===== src/rtl/inv_kin_pkg.sv =====
// inv_kin_pkg: Q-format constants, CORDIC angle ROM and FSM states shared by inv_kin_2j
package inv_kin_pkg;
  localparam int BIT_WIDTH = 32;
  localparam int FRACTIONS = 15;
  localparam int IW = 34;
  localparam logic signed [IW-1:0] K = 34'sd19899;
  localparam logic signed [IW-1:0] ONE = 34'sd32768;
  localparam logic signed [IW-1:0] PI = 34'sd102944;
  localparam logic signed [IW-1:0] PI_2 = 34'sd51472;
  typedef enum logic [2:0] {CAP, VEC1, PREP, SQRT, VEC2, OUT} state_e;
  function automatic logic signed [IW-1:0] atan_rom(input logic [3:0] i);
    case (i)
      4'd0: return 34'sd25736;
      4'd1: return 34'sd15193;
      4'd2: return 34'sd8027;
      4'd3: return 34'sd4075;
      4'd4: return 34'sd2045;
      4'd5: return 34'sd1024;
      4'd6: return 34'sd512;
      4'd7: return 34'sd256;
      4'd8: return 34'sd128;
      4'd9: return 34'sd64;
      4'd10: return 34'sd32;
      4'd11: return 34'sd16;
      4'd12: return 34'sd8;
      4'd13: return 34'sd4;
      4'd14: return 34'sd2;
      default: return 34'sd1;
    endcase
  endfunction
endpackage


===== src/rtl/inv_kin_cordic_vec.sv =====
// inv_kin_cordic_vec: 16-step iterative vectoring CORDIC returning magnitude (gain ~1.6468) and angle
// Ports: clock, rst (async, active-low); start loads x_in/y_in and runs step 0 in the same cycle;
// mag/ang hold the result once done (high during the final step) has been seen.
module inv_kin_cordic_vec
  import inv_kin_pkg::*;
(
  input  logic                 clock,
  input  logic                 rst,
  input  logic                 start,
  input  logic signed [IW-1:0] x_in,
  input  logic signed [IW-1:0] y_in,
  output logic signed [IW-1:0] mag,
  output logic signed [IW-1:0] ang,
  output logic                 done
);
  logic signed [IW-1:0] x_q, x_d, y_q, y_d, z_q, z_d, xs, ys, zs;
  logic [3:0] i_q, i_d, i;
  logic busy_q, busy_d, flip, neg;
  always_comb begin
    flip = start && x_in[IW-1];
    neg = y_in[IW-1];
    // left half-plane: pre-rotate by -/+ pi/2 so the iterations only cover +/- 1.74 rad
    xs = !start ? x_q : flip ? (neg ? -y_in : y_in) : x_in;
    ys = !start ? y_q : flip ? (neg ? x_in : -x_in) : y_in;
    zs = !start ? z_q : flip ? (neg ? -PI_2 : PI_2) : '0;
    i = start ? 4'd0 : i_q;
    x_d = ys[IW-1] ? xs - (ys >>> i) : xs + (ys >>> i);
    y_d = ys[IW-1] ? ys + (xs >>> i) : ys - (xs >>> i);
    z_d = ys[IW-1] ? zs - atan_rom(i) : zs + atan_rom(i);
    i_d = i + 4'd1;
    busy_d = start || (busy_q && i_q != 4'd15);
  end
  always_ff @(posedge clock or negedge rst)
    if (!rst) begin
      x_q <= '0;
      y_q <= '0;
      z_q <= '0;
      i_q <= '0;
      busy_q <= 1'b0;
    end else if (start || busy_q) begin
      x_q <= x_d;
      y_q <= y_d;
      z_q <= z_d;
      i_q <= i_d;
      busy_q <= busy_d;
    end
  assign mag = x_q;
  assign ang = z_q;
  assign done = busy_q && i_q == 4'd15;
endmodule


===== src/rtl/inv_kin_2j.sv =====
// inv_kin_2j: free-running inverse kinematics for a 2-joint planar arm with L1 = L2 = 0.5
// Ports: x, y target (Q17.15); theta1 shoulder, theta2 elbow (Q17.15 rad, registered);
// clock; rst async active-low. One result every 51 cycles.
// INV_KIN_ELBOW_UP_EN selects the elbow-up solution (theta2 <= 0).
module inv_kin_2j #(
  parameter int BIT_WIDTH = inv_kin_pkg::BIT_WIDTH,
  parameter int FRACTIONS = inv_kin_pkg::FRACTIONS
) (
  input  logic signed [BIT_WIDTH-1:0] x,
  input  logic signed [BIT_WIDTH-1:0] y,
  output logic signed [BIT_WIDTH-1:0] theta1,
  output logic signed [BIT_WIDTH-1:0] theta2,
  input  logic                        clock,
  input  logic                        rst
);
  import inv_kin_pkg::*;
  state_e state_q, state_d;
  logic [3:0] cnt_q, cnt_d;
  logic signed [IW-1:0] x_q, x_d, y_q, y_d, phi_q, phi_d, r_q, r_d;
  logic [31:0] rad_q, rad_d;
  logic [17:0] rem_q, rem_d;
  logic [15:0] root_q, root_d;
  logic signed [BIT_WIDTH-1:0] theta1_q, theta1_d, theta2_q, theta2_d;
  logic signed [IW-1:0] cv_x, cv_y, cv_mag, cv_ang, r_raw, r_c, q, alpha, t1, t2;
  logic signed [2*IW-1:0] prod_k, sq;
  logic [19:0] rem_t, trial;
  logic cv_start, cv_done, ge;
  inv_kin_cordic_vec u_cordic (
    .clock(clock),
    .rst(rst),
    .start(cv_start),
    .x_in(cv_x),
    .y_in(cv_y),
    .mag(cv_mag),
    .ang(cv_ang),
    .done(cv_done)
  );
  always_comb begin
    cv_start = (state_q == VEC1 || state_q == VEC2) && cnt_q == 4'd0;
    cv_x = state_q == VEC1 ? x_q : r_q;
    cv_y = state_q == VEC1 ? y_q : IW'(root_q);
    state_d = state_q == CAP ? VEC1 :
              state_q == VEC1 ? (cv_done ? PREP : VEC1) :
              state_q == PREP ? SQRT :
              state_q == SQRT ? (cnt_q == 4'd15 ? VEC2 : SQRT) :
              state_q == VEC2 ? (cv_done ? OUT : VEC2) : CAP;
    // 16-cycle phases wrap the counter back to 0 on their last edge
    cnt_d = (state_q == VEC1 || state_q == SQRT || state_q == VEC2) ? cnt_q + 4'd1 : 4'd0;
    x_d = state_q == CAP ? IW'(x) : x_q;
    y_d = state_q == CAP ? IW'(y) : y_q;
    prod_k = cv_mag * K;
    r_raw = IW'(prod_k >>> FRACTIONS);
    r_c = r_raw >= ONE ? ONE : r_raw;
    sq = r_c * r_c;
    q = ONE - IW'(sq >>> FRACTIONS);
    // atan2(0, 0) is defined as 0; the CORDIC would otherwise sum the whole ROM
    phi_d = state_q != PREP ? phi_q : (x_q == '0 && y_q == '0) ? '0 : cv_ang > PI ? PI : cv_ang;
    r_d = state_q == PREP ? r_c : r_q;
    // restoring square root of q << 15 gives sqrt(q) directly in Q15
    rem_t = {rem_q, rad_q[31:30]};
    trial = {2'b00, root_q, 2'b01};
    ge = rem_t >= trial;
    rad_d = state_q == PREP ? 32'(q) << FRACTIONS : state_q == SQRT ? rad_q << 2 : rad_q;
    rem_d = state_q == PREP ? '0 : state_q == SQRT ? (ge ? 18'(rem_t - trial) : 18'(rem_t)) : rem_q;
    root_d = state_q == PREP ? '0 : state_q == SQRT ? {root_q[14:0], ge} : root_q;
    // truncation can leave the angle a few LSB outside [0, pi/2]
    alpha = cv_ang < 0 ? '0 : cv_ang > PI_2 ? PI_2 : cv_ang;
`ifdef INV_KIN_ELBOW_UP_EN
    t1 = phi_q + alpha;
    t2 = -(alpha <<< 1);
`else
    t1 = phi_q - alpha;
    t2 = alpha <<< 1;
`endif
    theta1_d = state_q == OUT ? BIT_WIDTH'(t1) : theta1_q;
    theta2_d = state_q == OUT ? BIT_WIDTH'(t2) : theta2_q;
  end
  always_ff @(posedge clock or negedge rst)
    if (!rst) begin
      state_q <= CAP;
      cnt_q <= '0;
      x_q <= '0;
      y_q <= '0;
      phi_q <= '0;
      r_q <= '0;
      rad_q <= '0;
      rem_q <= '0;
      root_q <= '0;
      theta1_q <= '0;
      theta2_q <= '0;
    end else begin
      state_q <= state_d;
      cnt_q <= cnt_d;
      x_q <= x_d;
      y_q <= y_d;
      phi_q <= phi_d;
      r_q <= r_d;
      rad_q <= rad_d;
      rem_q <= rem_d;
      root_q <= root_d;
      theta1_q <= theta1_d;
      theta2_q <= theta2_d;
    end
  assign theta1 = theta1_q;
  assign theta2 = theta2_q;
endmodule


===== config.mk =====
export PLATFORM = sky130hd
export DESIGN_NAME = inv_kin_2j
export DESIGN_NICKNAME = d
export VERILOG_FILES = /design/src/rtl/inv_kin_pkg.sv /design/src/rtl/inv_kin_cordic_vec.sv /design/src/rtl/inv_kin_2j.sv
export SDC_FILE = /design/constraint.sdc
export NUM_CORES = 2
export LEC_CHECK = 0
export BUFFER_PORTS_ARGS = -buffer_cell sky130_fd_sc_hd__buf_2
export CORE_ASPECT_RATIO = 0.7
export CORE_UTILIZATION = 35
export CTS_CLUSTER_DIAMETER = 80
export DETAILED_ROUTE_END_ITERATION = 8
export GPL_TIMING_DRIVEN = 0
export SYNTH_ARGS = -nofsm -noshare
export SYNTH_HDL_FRONTEND = slang
export SYNTH_HIERARCHICAL = 1
export SYNTH_SLANG_ARGS = --single-unit

===== constraint.sdc =====
create_clock -name clock -period 26.3 [get_ports clock]
set_input_delay 2.63 -clock clock [delete_from_list [all_inputs] [get_ports clock]]
set_output_delay 2.63 -clock clock [all_outputs]
set_load 0.03 [all_outputs]

==> reports/qor.txt <==
hold_sp - theta1[31]$_DFFE_PN0N_
Seq/Total Area, Yosys - 0.158
CP Class - reg -> reg
CTS buffer count - 45
die area - 0.164 mm2
Post-Syn Area - 0.0568 mm2
Crit path largest cell delay - 1.23 ns
maximum root-to-sink buffer count - 3
io pins - 130
hold_buf cts - 0
#FFs+latches synth - 358
drt wl/cell - 30.7 um
clock slew at reported path FFs - 0.06 ns
setup TNS - 0 ns
nature of the critical path endpoint - flip-flop
Hold WC Path Type - reg -> reg
RSZ-0062 raised after global routing - false
PortBufs - 128
sinks on the clock net - 358
Avg Cell Area, Syn - 8.41 um2
All-Layer GR Usage - 0.337
crit path launch type - flip-flop
layout net count - 8179
DR vias/cell - 5.91
most common flop cell mapped by yosys - dfrtp_1
status - finished, violations left
largest net degree at the start of global routing - 115
Netlist cell types - 111
antenna violations before repair - 23
worst r2r src - u_cordic/mag[11]$_DFFE_PN0P_
DIE WIDTH - 484 um
yosys warns - 6
htree depth - 2
die height - 339 um
first-pass GRT wire length - 394000 um
Placeable Area - 0.161 mm2
Final Wtd Congestion - 1.10
root buffer cell - clkbuf_16
max cap viols - 15
Worst Path Arrival - 20.37 ns
Setup Skew - 0.0266 ns
Mapped Cells - 6762
via count - 54.0k
CTS tree - done
DRT antenna net count - 0
fmax - 50.6 MHz
Final Setup Violations - 0
Post-synth EDFFs - 0
GRT Residual Overflow - 0
Slowest cell on crit path - nor3b_1
post-CTS setup buffers - 0
post-DP HPWL - 236000 um
final slew viol count - 84
Fill cells - 16.5k
Routed WL - 281000 um
Synth async-reset ratio - 1.00
share of cells above drive strength 1 - 0.0692
row count - 123
Worst Path Required - 26.89 ns
cell mode on critical path - fa_1
Final period util - 0.752
number of DRC violations after detailed-routing iteration 0 - 6953
cts repair resizes - 0
crit path launch - u_cordic/mag[11]$_DFFE_PN0P_
failing checks - max-capacitance violations, max-slew violations
worst rel slew slack - -0.120
drt first pass iters - 9
Hold Fails Final Rpt - 0
vias in the first global route - 52.1k
Tmin final - 19.78 ns
Slew @ Worst Pin - 1.67 ns
Initial Util - 0.353
DRC viols - 0
crit-path max FO - 10
P&R area growth vs syn - 9.41%
clock latency on the worst-skew pair - 0.67 ns
## state kept, by name, indices dropped and copies added (netlist names)
name	flops
root_q	16
u_cordic/y_q	34
u_cordic/ang	34
u_cordic/mag	34
r_q	34
theta1	32
y_q	32
rem_q	18
theta2	31
phi_q	32
u_cordic/busy_q	1
state_q	3
u_cordic/i_q	4
cnt_q	4
x_q	32
rad_q	17
## per-stage QoR
step / area (um2) / utilization / hold WS (ns) / cells / setup WS [ns]
after floorplan: 56900 / - / 0.440 / 6777 / 11.51
after global placement: 60200 / 0.374 / 0.458 / 9030 / 6.20
after detailed placement: 60600 / 0.376 / 0.465 / 9047 / 7.10
after CTS: 62100 / 0.386 / 0.478 / 9131 / 7.01
after global routing: 62200 / 0.386 / 0.487 / 9136 / 5.41
final: 62200 / 0.386 / 0.472 / 9140 / 6.52
## Yosys cell counts (14+ instances only)
library cell,count,share of area
nand3b_1,16,0.0021
or4_1,20,0.0026
a211oi_1,59,0.0078
a21boi_0,26,0.0034
a21o_1,143,0.019
mux2i_1,65,0.011
clkbuf_1,241,0.016
nor2b_1,41,0.0045
or2_2,45,0.0050
nand4_1,52,0.0057
o21bai_1,29,0.0038
a21oi_1,327,0.029
o21ai_0,406,0.036
or3_1,45,0.0050
a41oi_1,18,0.0028
a211o_1,14,0.0022
nor2_1,548,0.036
nand2_1,628,0.041
mux2_2,118,0.023
xor2_1,137,0.021
o31ai_1,75,0.0099
a22o_1,36,0.0055
o22ai_1,28,0.0031
nor4_1,51,0.0056
nand2b_1,63,0.0069
nor3b_1,14,0.0018
o211ai_1,48,0.0063
xnor2_1,166,0.026
buf_1,41,0.0027
and2_1,59,0.0065
inv_1,994,0.066
fa_1,623,0.22
nand3_1,119,0.010
dfrtp_1,358,0.16
ha_1,518,0.11
nor3_1,110,0.0097
o21a_1,41,0.0054
and3_1,55,0.0061
a31oi_1,73,0.0080
## kinds of logic (layout without fill, tap and decap cells)
| kind of cell | Yosys count | count (layout) | share of synthesized area |
|---|---|---|---|
| XOR/XNOR | 305 | 305 | 0.0474 |
| buffers and inverters | 1294 | 1526 | 0.0862 |
| flip-flops | 358 | 358 | 0.158 |
| multiplexers | 185 | 185 | 0.0356 |
| AND/OR/NAND/NOR | 1924 | 1924 | 0.160 |
| AO/OA/AOI/OAI | 1553 | 1553 | 0.180 |
| other | 2 | 23 | 0.000132 |
| adder cells (fa/ha/maj) | 1141 | 1141 | 0.333 |
## worst paths after layout
path | to | cells past startpoint | slack [ns]
min | theta1[31]$_DFFE_PN0N_ | 2 | 0.47
max reg2reg | rad_q[31]$_DFFE_PN0P_ | 56 | 6.52
max | rad_q[31]$_DFFE_PN0P_ | 56 | 6.52
min in group asynchronous | rem_q[8]$_DFFE_PN0P_ | 1 | 1.88
max in group asynchronous | theta1[28]$_DFFE_PN0N_ | 3 | 22.89
min reg2reg | theta1[31]$_DFFE_PN0N_ | 2 | 0.47
## area by class of cell
cell class,instances,area [um2],share of cell area
multi-input combinational,5125,43200,0.694
buffer,292,1140,0.0184
clock buffer,56,1250,0.0201
timing repair buffer,148,921,0.0148
clock inverter,28,333,0.00535
tap,2125,2660,0.0428
sequential,358,8960,0.144
antenna,6,15.0,0.000241
inverter,1002,3760,0.0605
## placed cells by master, fill, tap and decap left out, types with 50 or more instances in the layout
cell type,netlist,routed
inv_1,994,994
ha_1,518,518
nor4_1,51,50
xnor2_1,166,165
o31ai_1,75,71
buf_2,3,130
xor2_1,137,137
nand3_1,119,119
nor2_1,548,547
a21o_1,143,143
clkbuf_1,241,239
a31oi_1,73,72
nand2b_1,63,63
nand2_1,628,628
dfrtp_1,358,357
a211oi_1,59,58
mux2i_1,65,65
nand4_1,52,52
and2_1,59,59
mux2_2,118,118
fa_1,623,623
nor3_1,110,106
and3_1,55,55
o21ai_0,406,397
a21oi_1,327,327
## metal layers
metal	GRT usage	vias to the layer above	wire length, um
met1	0.519	27300	134000
met4	0.0680	16	6030
met3	0.149	352	40800
met5	0	-	108
met2	0.416	2941	99700
li1	-	23300	-
## worst max-delay path, delay by kind of cell, from the launching register on
kind	cells	cell delay, ns
flops	1	0.70
fa+ha+maj	16	7.74
simple gates	13	4.46
xor+xnor	2	1.27
compound gates	10	3.12
mux	1	0.13
buf+inv	14	2.25
Power is left out: the tool's default activity adds up to more than one toggle a clock period on the data nets, which glitch-free logic cannot reach.
